[src/rtl/riscv_instr_arb_pkg.sv]
// Shared types for the instruction-port arbiter: master identifiers carried in the ID FIFO.
package riscv_instr_arb_pkg;

    typedef logic instr_mst_id_t;

    localparam instr_mst_id_t MST_CORE = 1'b0;
    localparam instr_mst_id_t MST_NPU  = 1'b1;

endpackage

[src/rtl/riscv_instr_arb_idfifo.sv]
// In-order FIFO of master IDs for granted-but-unanswered fetches; supports push and pop in one cycle.
module riscv_instr_arb_idfifo
    import riscv_instr_arb_pkg::*;
#(
    parameter  int DEPTH = 2,
    localparam int PTR_W = (DEPTH > 1) ? $clog2(DEPTH) : 1,
    localparam int CNT_W = $clog2(DEPTH + 1)
) (
    input  logic             clk,
    input  logic             rst_n,
    input  logic             push,
    input  instr_mst_id_t    push_id,
    input  logic             pop,
    output instr_mst_id_t    head,
    output logic             full,
    output logic             empty,
    output logic [CNT_W-1:0] cnt_next
);

    instr_mst_id_t    mem_r [DEPTH];
    logic [PTR_W-1:0] wptr_r;
    logic [PTR_W-1:0] rptr_r;
    logic [CNT_W-1:0] cnt_r;
    logic             push_s;
    logic             pop_s;

    function automatic logic [PTR_W-1:0] ptr_inc(input logic [PTR_W-1:0] p);
        if (p == PTR_W'(DEPTH - 1)) begin
            return {PTR_W{1'b0}};
        end else begin
            return p + PTR_W'(1);
        end
    endfunction

    assign full   = (cnt_r == CNT_W'(DEPTH));
    assign empty  = (cnt_r == {CNT_W{1'b0}});
    assign head   = mem_r[rptr_r];
    // A push into a full FIFO is only legal when an entry leaves in the same cycle
    assign pop_s  = pop & ~empty;
    assign push_s = push & (~full | pop_s);

    // Occupancy for the next cycle
    always_comb begin
        cnt_next = cnt_r;
        case ({push_s, pop_s})
            2'b10:   cnt_next = cnt_r + CNT_W'(1);
            2'b01:   cnt_next = cnt_r - CNT_W'(1);
            default: cnt_next = cnt_r;
        endcase
    end

    // Pointers, count and ID storage
    always_ff @(posedge clk or negedge rst_n) begin
        if (!rst_n) begin
            wptr_r <= {PTR_W{1'b0}};
            rptr_r <= {PTR_W{1'b0}};
            cnt_r  <= {CNT_W{1'b0}};
            for (int i = 0; i < DEPTH; i++) begin
                mem_r[i] <= MST_CORE;
            end
        end else begin
            if (push_s) begin
                mem_r[wptr_r] <= push_id;
                wptr_r        <= ptr_inc(wptr_r);
            end
            if (pop_s) begin
                rptr_r <= ptr_inc(rptr_r);
            end
            cnt_r <= cnt_next;
        end
    end

endmodule

[src/rtl/riscv_instr_arbiter.sv]
// Round-robin arbiter sharing the I-cache request port between the core prefetcher (M0) and NPU loader (M1).
module riscv_instr_arbiter
    import riscv_instr_arb_pkg::*;
#(
    parameter int MAX_OUTST = 2,
    parameter int ADDR_W    = 32,
    parameter int DATA_W    = 32
) (
    input  logic              clk,
    input  logic              rst_n,
    input  logic              m0_req_i,
    input  logic [ADDR_W-1:0] m0_addr_i,
    output logic              m0_gnt_o,
    output logic              m0_rvalid_o,
    output logic [DATA_W-1:0] m0_rdata_o,
    input  logic              m1_req_i,
    input  logic [ADDR_W-1:0] m1_addr_i,
    output logic              m1_gnt_o,
    output logic              m1_rvalid_o,
    output logic [DATA_W-1:0] m1_rdata_o,
    output logic              instr_req_o,
    output logic [ADDR_W-1:0] instr_addr_o,
    input  logic              instr_gnt_i,
    input  logic              instr_rvalid_i,
    input  logic [DATA_W-1:0] instr_rdata_i,
    output logic              busy_o,
    output logic              err_o
);

    localparam int CNT_W = $clog2(MAX_OUTST + 1);

    instr_mst_id_t    sel_s;
    instr_mst_id_t    head_s;
    instr_mst_id_t    lock_id_r;
    instr_mst_id_t    rr_r;
    logic             lock_r;
    logic             sel_req_s;
    logic             grant_s;
    logic             pop_s;
    logic             full_s;
    logic             empty_s;
    logic [CNT_W-1:0] cnt_next_s;
    logic             busy_r;
    logic             err_r;

    // Master selection: a pending ungranted request stays selected so the address cannot change under the cache
    always_comb begin
        sel_s = MST_CORE;
        if (lock_r) begin
            sel_s = lock_id_r;
        end else if (m0_req_i && m1_req_i) begin
            sel_s = ~rr_r;
        end else if (m1_req_i) begin
            sel_s = MST_NPU;
        end else begin
            sel_s = MST_CORE;
        end
    end

    assign sel_req_s    = (sel_s == MST_NPU) ? m1_req_i : m0_req_i;
    assign instr_req_o  = sel_req_s & ~full_s;
    assign instr_addr_o = (sel_s == MST_NPU) ? m1_addr_i : m0_addr_i;
    assign grant_s      = instr_req_o & instr_gnt_i;
    assign m0_gnt_o     = grant_s & (sel_s == MST_CORE);
    assign m1_gnt_o     = grant_s & (sel_s == MST_NPU);

    // Responses return in order, so the FIFO head names their owner
    assign pop_s        = instr_rvalid_i & ~empty_s;
    assign m0_rvalid_o  = pop_s & (head_s == MST_CORE);
    assign m1_rvalid_o  = pop_s & (head_s == MST_NPU);
    assign m0_rdata_o   = instr_rdata_i;
    assign m1_rdata_o   = instr_rdata_i;
    assign busy_o       = busy_r;
    assign err_o        = err_r;

    riscv_instr_arb_idfifo #(
        .DEPTH    (MAX_OUTST)
    ) u_idfifo (
        .clk      (clk),
        .rst_n    (rst_n),
        .push     (grant_s),
        .push_id  (sel_s),
        .pop      (instr_rvalid_i),
        .head     (head_s),
        .full     (full_s),
        .empty    (empty_s),
        .cnt_next (cnt_next_s)
    );

    // Lock, round-robin pointer and status flags
    always_ff @(posedge clk or negedge rst_n) begin
        if (!rst_n) begin
            lock_r    <= 1'b0;
            lock_id_r <= MST_CORE;
            rr_r      <= MST_NPU;
            busy_r    <= 1'b0;
            err_r     <= 1'b0;
        end else begin
            if (grant_s) begin
                lock_r <= 1'b0;
                rr_r   <= sel_s;
            end else if (instr_req_o) begin
                lock_r    <= 1'b1;
                lock_id_r <= sel_s;
            end
            busy_r <= (cnt_next_s != {CNT_W{1'b0}});
            if (instr_rvalid_i && empty_s) begin
                err_r <= 1'b1;
            end
        end
    end

endmodule

[config.mk]
export PLATFORM = sky130hd
export DESIGN_NAME = riscv_instr_arbiter
export DESIGN_NICKNAME = d
export VERILOG_FILES = /design/src/rtl/riscv_instr_arb_pkg.sv /design/src/rtl/riscv_instr_arb_idfifo.sv /design/src/rtl/riscv_instr_arbiter.sv
export SDC_FILE = /design/constraint.sdc
export NUM_CORES = 1
export LEC_CHECK = 0
export ABC_AREA = 1
export ABC_CLOCK_PERIOD_IN_PS = 5840
export CORE_ASPECT_RATIO = 1.2
export CORE_MARGIN = 4
export CORE_UTILIZATION = 26
export CTS_CLUSTER_SIZE = 30
export DETAILED_ROUTE_END_ITERATION = 10
export HOLD_SLACK_MARGIN = 0.03
export PLACE_DENSITY = 0.87
export RECOVER_POWER = 50
export SLEW_MARGIN = 20
export SYNTH_ARGS = -nofsm -noshare
export SYNTH_HDL_FRONTEND = slang
export SYNTH_SLANG_ARGS = --single-unit
[constraint.sdc]
create_clock -name clk -period 5.84 [get_ports clk]
set_clock_uncertainty 0.1 [all_clocks]
set_input_delay 1.168 -clock clk [delete_from_list [all_inputs] [get_ports clk]]
set_output_delay 1.168 -clock clk [all_outputs]
set_load 0.005 [all_outputs]
# == After elaboration in Yosys (flattened, before gate mapping) ==
# Index checks and enable logic that the tools add are counted.
# op_classes
n_addsub,4
magnitude_cmp,3
eq_ne,3
n_mux,16
bitwise,17
n_reduce_logical,7
# op_table
operator,n
32-bit two-way mux,1
1-bit two-way mux,12
1-bit AND,8
1-bit inverter,6
2-bit == test (second input constant),2
2-bit greater-or-equal comparator (second input constant),2
1-bit inverter with 2-bit output,2
2-bit one-hot mux with 2 select lines,1
2-bit nonzero test,2
1-bit logical AND,3
1-bit adder (second input constant),2
2-bit by 1-bit adder with 2-bit output (second input constant),1
2-bit bitwise mux,1
2-bit by 1-bit == test with 1-bit output (second input constant),1
2-bit zero test,1
2-bit by 1-bit < comparator with 1-bit output (second input constant),1
2-bit AND reduction,1
2-bit by 1-bit subtractor with 2-bit output (second input constant),1
1-bit demux with 1-bit select,1
1-bit bitwise OR,1
# totals
register_bits,11
input_bits,102
out_inout_bits,103
wordCells,60

# == Longest topological paths before layout ==
# Gate-level depths: netlist of run 1.
# logic_depth
word_depth,10
depth_mapped,9
ltp_nobuf,9

# == Cells and area by module ==
# Synthesis of run 1 repeated with hierarchy kept, for this count alone.
# unflattened
cells_unflattened,245
hier_area_um2,1525.2
# by_module_without_submodules
module,n_inst,cells_each,area_each_um2,seq_area_each_um2
riscv_instr_arbiter,1,202,1183.6,126.4
riscv_instr_arb_idfifo,1,43,341.6,150.1

# == Least setup slack after synthesis of run 1 ==
# Ideal clock, no wire load.
# synth_path
path_kind,input -> output
start,input m0_req_i
end,output m1_gnt_o
t_arrival_ns,1.788
required_ns,4.572
path_slack_ns,2.784
path_stages,6
path_buffers,1
path_cell_list,nand2_1 nand3_1 nand2_2 inv_2 buf_4 nor2_1
# synth_via
elab_chain_cells,7
# synth_lines
element,line,text
start: declaration,riscv_instr_arbiter.sv:11,"input logic m0_req_i,"
1-bit logical AND,riscv_instr_arbiter.sv:51,end else if (m0_req_i && m1_req_i) begin
1-bit two-way mux,riscv_instr_arbiter.sv:51,
1-bit two-way mux,riscv_instr_arbiter.sv:49,if (lock_r) begin
1-bit two-way mux,riscv_instr_arbiter.sv:60,assign sel_req_s = (sel_s == MST_NPU) ? m1_req_i : m0_req_i;
1-bit AND,riscv_instr_arbiter.sv:61,assign instr_req_o = sel_req_s & ~full_s;
1-bit AND,riscv_instr_arbiter.sv:63,assign grant_s = instr_req_o & instr_gnt_i;
1-bit AND *,riscv_instr_arbiter.sv:65,assign m1_gnt_o = grant_s & (sel_s == MST_NPU);
end: declaration,riscv_instr_arbiter.sv:18,"output logic m1_gnt_o,"
# Every way passes the cells marked *; elsewhere a longest branch is shown, timed or not.

# == Worst setup path after layout of run 1 ==
# layout_path
start,input m0_req_i
end,output instr_addr_o[12]
# layout_via
elab_chain_cells,4
# layout_lines
element,line,text
1-bit logical AND,riscv_instr_arbiter.sv:51,
1-bit two-way mux,riscv_instr_arbiter.sv:51,
1-bit two-way mux,riscv_instr_arbiter.sv:49,
32-bit two-way mux,riscv_instr_arbiter.sv:62,assign instr_addr_o = (sel_s == MST_NPU) ? m1_addr_i : m0_addr_i;
end: declaration,riscv_instr_arbiter.sv:22,"output logic [ADDR_W-1:0] instr_addr_o,"
# Every way passes these cells.

==> metrics.txt, run 1 <==
outcome=finished clean; Post-Syn Instances=231; slowest stage delay, CP=0.56 ns; Primary FF master, synth=dfrtp_1; vias in the first global route=1308; largest net degree at the start of global routing=36; Ys Warns=0; Hold Fails Final Rpt=0; Core Area=5330 um2; Worst slew margin=0.625; footprint of the multi-input gates=597 um2; cells along the critical path=dlygate4sd3_1 -> nand2_1 -> nand3_1 -> nand2_2 -> inv_2 -> nand2_1 -> nand2_1 -> clkdlybuf4s50_1; Initial DRT Pass Iterations=4; most frequent cells after synthesis=nand2_1, buf_4, dfrtp_1; Startpoint Class=input pin; GPL Wtd Cong=0.750; clk slew on worst S/H paths=0.05 ns; post_cts resized=0; synthesis-stage register bit count=11; sequential area share after synthesis=0.192; Max FO, Critical Path=35; worst hold slack=0.348 ns; Skew-Pair Late Insertion Delay=0.24 ns; DR vias=1439; hold depth=1; top cell type by total area after synthesis=buf_4; most frequent cell after synthesis=nand2_1; RSZ-0062 raised after global routing=false; Total Routed Length=4890 um; maxcap violations=0; reg2reg path depth=9; Ant. Diodes=0; initial detailed-routing violation count=33; worst vdd ir=0.209 mV; Top-Level Pins=205; total gr overflow=0; count of cell types in the netlist=23; HPWL after detailed placement=4160 um; Register Area=277 um2; Setup CP Type=input pin to primary output; crit end category=primary output; Area Growth Syn to Fin=47.3%; Placed Cells incl. Taps=332; chip height=89.5 um; post-route ant nets=0; IO Port Bufs=108; initial antenna violation count=2; CTS tree=yes; Cell Area, Synth=1440 um2; Cell Rows=29; die area=6790 um2; # setup viols final=0; Final period util=0.749; die width=75.9 um; clk sinks=11; slowest cell on the critical path=dlygate4sd3_1; WP data required=4.57 ns; share of layout cells above drive strength 1=0.0365; Leakage=1.01 nW; Tot GR Track Use=0.122; Worst Tran Pin Value=0.562 ns; clk root buf=clkbuf_8; Avg WL per Cell=14.6 um; Fin Setup TNS=0 ns; H-tree levels=1; Clock Path Buffers=2; power per cell area=364 nW/um2; ys async rst share=1.00; final slew viol count=0; Post-Syn Area per Cell=6.22 um2; Tmin final=4.37 ns; min-delay worst type=flip-flop to flip-flop; hold buffer count at CTS=0; vias per cell=4.28; Initial Utilization=0.270; Post-synth EDFFs=0; Area contributors post-synth=buf_4, nand2_1, dfrtp_1; fillers=582; syn nets=334; CP arrival=3.11 ns; Achievable Freq=229 MHz; Nets=378; Post-CTS Setup Inserts=0; Num CTS Buffers=3; Layout Cells excl Fill=336; CP most frequent cell=nand2_1; Synth top area share=0.350; number of remaining DRC errors=0; first-pass GRT wire length=6200 um
## metal layers
metal	wire, um	part of all wire	vias up	track usage
met2	2460	0.50	105	0.216
met5	22	0.0045	-	0
li1	-	-	717	-
met4	108	0.022	4	0.0334
met3	825	0.17	12	0.0787
met1	1470	0.30	601	0.115
## layout by cell type, fill, tap and decap left out
cell             synthesis  routed
nand2_1                110     110
clkdlybuf4s50_1          0     103
dfrtp_1                 10      10
inv_1                    8       8
nor2_1                   8       8
o21ai_0                  5       5
dlygate4sd3_1            0       5
nand3_1                  2       3
clkbuf_8                 0       3
or2_1                    2       2
xor2_1                   2       2
nand4_1                  2       2
nand2_2                  1       1
inv_2                    1       1
nor2_2                   1       1
nor2_4                   1       1
xnor2_1                  1       1
or2_2                    1       1
a21oi_1                  1       1
nand3b_1                 1       1
a21o_1                   1       1
ha_1                     1       1
clkbuf_1                 0       1
buf_4                   67       1
dfstp_2                  1       1
## final timing paths
check	startpoint	endpoint	slack (ns)
worst max register to register	rr_r$_DFFE_PN1N_	busy_o$_DFF_PN0_	3.62
worst min-delay path	err_o$_DFFE_PN0P_	err_o$_DFFE_PN0P_	0.35
max in group asynchronous	rst_n	rr_r$_DFFE_PN1N_	4.04
worst min register to register	err_o$_DFFE_PN0P_	err_o$_DFFE_PN0P_	0.35
min in group asynchronous	rst_n	u_idfifo.wptr_r$_DFFE_PN0P_	1.24
worst max-delay path	m0_req_i	instr_addr_o[12]	1.47
## critical path, delay by kind of cell
family	cells	cell delay, ns
buffers and inverters	3	1.47
and+or+nand+nor	5	0.45
## registers in the layout, indices dropped and copies added (netlist names)
| signal | flops |
|---|---|
| u_idfifo.mem_r | 2 |
| lock_id_r | 1 |
| busy_o | 1 |
| err_o | 1 |
| rr_r | 1 |
| u_idfifo.cnt_r | 2 |
| u_idfifo.rptr_r | 1 |
| u_idfifo.wptr_r | 1 |
| lock_r | 1 |
## power breakdown
group	total (mW)	switching, mW	internal [mW]	leakage (nW)
clock	0.0767	0.0288	0.0480	0.0228
sequential	0.134	0.0219	0.112	0.127
combinational	0.560	0.255	0.305	0.857
total	0.771	0.306	0.465	1.01
## logic make-up after synthesis
| group | Yosys count | share of synthesized area |
|---|---|---|
| AND/OR/NAND/NOR | 130 | 0.371 |
| buffers and inverters | 79 | 0.384 |
| flip-flops | 11 | 0.192 |
| AO/OA/AOI/OAI | 7 | 0.0261 |
| XOR/XNOR | 3 | 0.0183 |
| adder cells (fa/ha/maj) | 1 | 0.00870 |
## final cells by class
cell class | count | area share
clock buffer | 4 | 0.0213
inverter | 9 | 0.0159
tap | 62 | 0.0366
multi-input combinational | 141 | 0.282
timing repair buffer | 109 | 0.514
sequential | 11 | 0.131
## through the flow
stage | setup WS, ns | util | power [mW] | instance area (um2)
floorplan | 2.78 | - | 0.442 | 1440
global placement | 1.56 | 0.391 | 0.692 | 2090
detailed placement | 1.51 | 0.391 | 0.710 | 2090
CTS | 1.50 | 0.399 | 0.794 | 2130
global route | 1.34 | 0.397 | 0.847 | 2120
finish | 1.47 | 0.397 | 0.771 | 2120
No activity file was read; power rests on OpenSTA's default activity.
==> run 2: changes to the inputs <==
--- a/config.mk
+++ b/config.mk
@@ -6,14 +6,14 @@
 export NUM_CORES = 1
 export LEC_CHECK = 0
 export ABC_AREA = 1
-export ABC_CLOCK_PERIOD_IN_PS = 5840
+export ABC_CLOCK_PERIOD_IN_PS = 4400
 export CORE_ASPECT_RATIO = 1.2
 export CORE_MARGIN = 4
-export CORE_UTILIZATION = 26
+export CORE_UTILIZATION = 24
 export CTS_CLUSTER_SIZE = 30
 export DETAILED_ROUTE_END_ITERATION = 10
 export HOLD_SLACK_MARGIN = 0.03
-export PLACE_DENSITY = 0.87
+export PLACE_DENSITY = 0.81
 export RECOVER_POWER = 50
 export SLEW_MARGIN = 20
 export SYNTH_ARGS = -nofsm -noshare
==> constraint.sdc (replaced) <==
create_clock -name clk -period 4.4 [get_ports clk]
set_clock_uncertainty 0.1 [all_clocks]
set_input_delay 0.88 -clock clk [delete_from_list [all_inputs] [get_ports clk]]
set_output_delay 0.88 -clock clk [all_outputs]
set_load 0.005 [all_outputs]
==> metrics.txt, run 2 (same netlist as run 1, synthesis figures left out) <==
Total Routed Length=4600 um (-5.9%); Hold Startpoint=err_o$_DFFE_PN0P_; Max FO, Critical Path=35 (unchanged); slowest stage delay, CP=0.49 ns (-0.07 ns); min-delay worst type=flip-flop to flip-flop; Nets=378 (unchanged); largest net degree at the start of global routing=36 (unchanged); Clock Path Buffers=2 (unchanged); fillers=605 (+4.0%); Reg power frac=0.174 (about the same); GPL Wtd Cong=0.748 (-0.25%); clk root buf=clkbuf_8; CP arrival=2.72 ns (-0.39 ns); Worst Tran Pin Value=0.562 ns (+0.000746 ns); RSZ-0062 raised after global routing=false; slowest cell on the critical path=clkdlybuf4s50_1; Psw=0.401 mW (+31%); chip height=92.8 um (+3.7%); CP most frequent cell=nand2_1; Worst Setup SP=m0_req_i; HPWL after detailed placement=3870 um (-7.1%); Achievable Freq=270 MHz; Hold Fails Final Rpt=0 (unchanged); Area Growth Syn to Fin=49.8%; IO Port Bufs=108 (unchanged); Skew-Pair Late Insertion Delay=0.24 ns (about the same); post-route ant nets=0 (unchanged); Post-CTS Setup Inserts=0 (unchanged); Leakage=1.01 nW (+0.67%); hold buffer count at CTS=0 (unchanged); Startpoint Class=input pin; number of remaining DRC errors=0 (unchanged); Tmin final=3.70 ns; Final period util=0.841; Cell Rows=30 (+3.4%); Register Area=277 um2 (unchanged); crit end category=primary output; Num CTS Buffers=3 (unchanged); Initial Utilization=0.250 (-0.0192); H-tree levels=1 (unchanged); Ant. Diodes=0 (unchanged); Worst slew margin=0.625 (about the same); Avg WL per Cell=13.0 um (-11%); Top-Level Pins=205 (unchanged); Placed Cells incl. Taps=350 (+5.4%); cells along the critical path=clkdlybuf4s50_1 -> nand2_1 -> nand3_1 -> nand2_2 -> inv_2 -> nand2_1 -> nand2_1 -> clkdlybuf4s50_1; worst hold slack=0.350 ns (+0.00224 ns); Initial DRT Pass Iterations=4 (unchanged); Util after Layout=0.375 (-0.0222); worst vdd ir=0.364 mV (+74%); Setup CP Type=input pin to primary output; cell count along the critical path=8 (unchanged); Core Area=5740 um2 (+7.7%); power per cell area=475 nW/um2 (+31%); top flop regs=u_idfifo.cnt_r: 2 flops, u_idfifo.mem_r: 2 flops; reg2reg path depth=9 (unchanged); initial detailed-routing violation count=13 (-61%); hold depth=1 (unchanged); DR vias=1469 (+2.1%); die width=78.7 um (+3.7%); Comb power frac=0.730 (+0.004); final slew viol count=0 (unchanged); CTS tree=yes; Sw Share=0.392 (-0.00435); initial antenna violation count=2 (unchanged); Buf/Inv on CP=3 (unchanged); outcome=finished clean; r2r endpoint=busy_o$_DFF_PN0_; Critical Path Sink=instr_addr_o[4]; total gr overflow=0 (unchanged); post_cts resized=0 (unchanged); die area=7300 um2 (+7.5%); P_int=0.621 mW (+34%); share of layout cells above drive strength 1=0.0401 (+0.00365); # setup viols final=0 (unchanged); Tot GR Track Use=0.113 (-0.00857); Fin Setup TNS=0 ns (unchanged); cell family with most CP delay=buffers and inverters; commonest non-fill, non-tap cell in the layout=nand2_1; Layout Cells excl Fill=354 (+5.4%); reg-to-reg startpoint=rr_r$_DFFE_PN1N_; clock power share=0.096 (-0.004); first-pass GRT wire length=6580 um (+6.1%); maxcap violations=0 (unchanged); clk sinks=11 (unchanged); WP data required=3.42 ns (-1.15 ns); footprint of the multi-input gates=609 um2 (+2.1%); leading cell types in the layout, fill and taps excluded=nand2_1, clkdlybuf4s50_1, dfrtp_1; vias per cell=4.15 (-3.1%); worst reg-to-reg setup slack=2.30 ns (-1.32 ns); vias in the first global route=1372 (+4.9%); clk slew on worst S/H paths=0.04 ns (about the same)
run 2: cell types whose count changed in the layout (fill, tap and decap cells not counted), sizes merged:
| cell | previous run | this run |
|---|---|---|
| clkdlybuf4s50 | 103 | 106 |
| dlygate4sd3 | 5 | 2 |
run 2: metal layers:
| layer | part of all wire | vias up | global-route usage |
|---|---|---|---|
| met2 | 0.45 | 117 | 0.190 |
| met4 | 0.044 | 4 | 0.0583 |
| met1 | 0.30 | 597 | 0.0973 |
| met3 | 0.20 | 34 | 0.0866 |
| li1 | - | 717 | - |
| met5 | 0.0043 | - | 0 |
run 2: power groups by stage:
stage          combinational [mW]  clock [mW]  sequential, mW
2_1_floorplan               0.414           0           0.173
3_3_place_gp                0.745           0           0.177
3_5_place_dp                0.758           0           0.179
4_1_cts                     0.764       0.102           0.178
5_1_grt                     0.838       0.106           0.185
6_report                    0.746      0.0981           0.178
run 2: cell type report:
class / instances / share of cell area
Timing Repair Buffer: 109 / 0.506
Multi-Input combinational cell: 141 / 0.283
Sequential cell: 11 / 0.128
Tap cell: 80 / 0.0465
Clock buffer: 4 / 0.0209
Inverter: 9 / 0.0157
run 2: worst min-delay path by stage:
stage	slack, ns	to
4_1_cts	0.35	err_o$_DFFE_PN0P_
5_1_grt	0.38	err_o$_DFFE_PN0P_
3_3_place_gp	0.34	err_o$_DFFE_PN0P_
2_1_floorplan	0.34	u_idfifo.mem_r[0]$_DFFE_PN0P_
3_5_place_dp	0.34	err_o$_DFFE_PN0P_
6_report	0.35	err_o$_DFFE_PN0P_
run 2: per-stage QoR:
| step | total power [mW] | cell area, um2 | worst slack, ns |
|---|---|---|---|
| after global routing | 1.13 | 2150 | 0.527 |
| after global placement | 0.921 | 2110 | 0.745 |
| final | 1.02 | 2150 | 0.698 |
| after detailed placement | 0.938 | 2110 | 0.666 |
| after CTS | 1.04 | 2150 | 0.666 |
| after floorplan | 0.586 | 1440 | 1.92 |
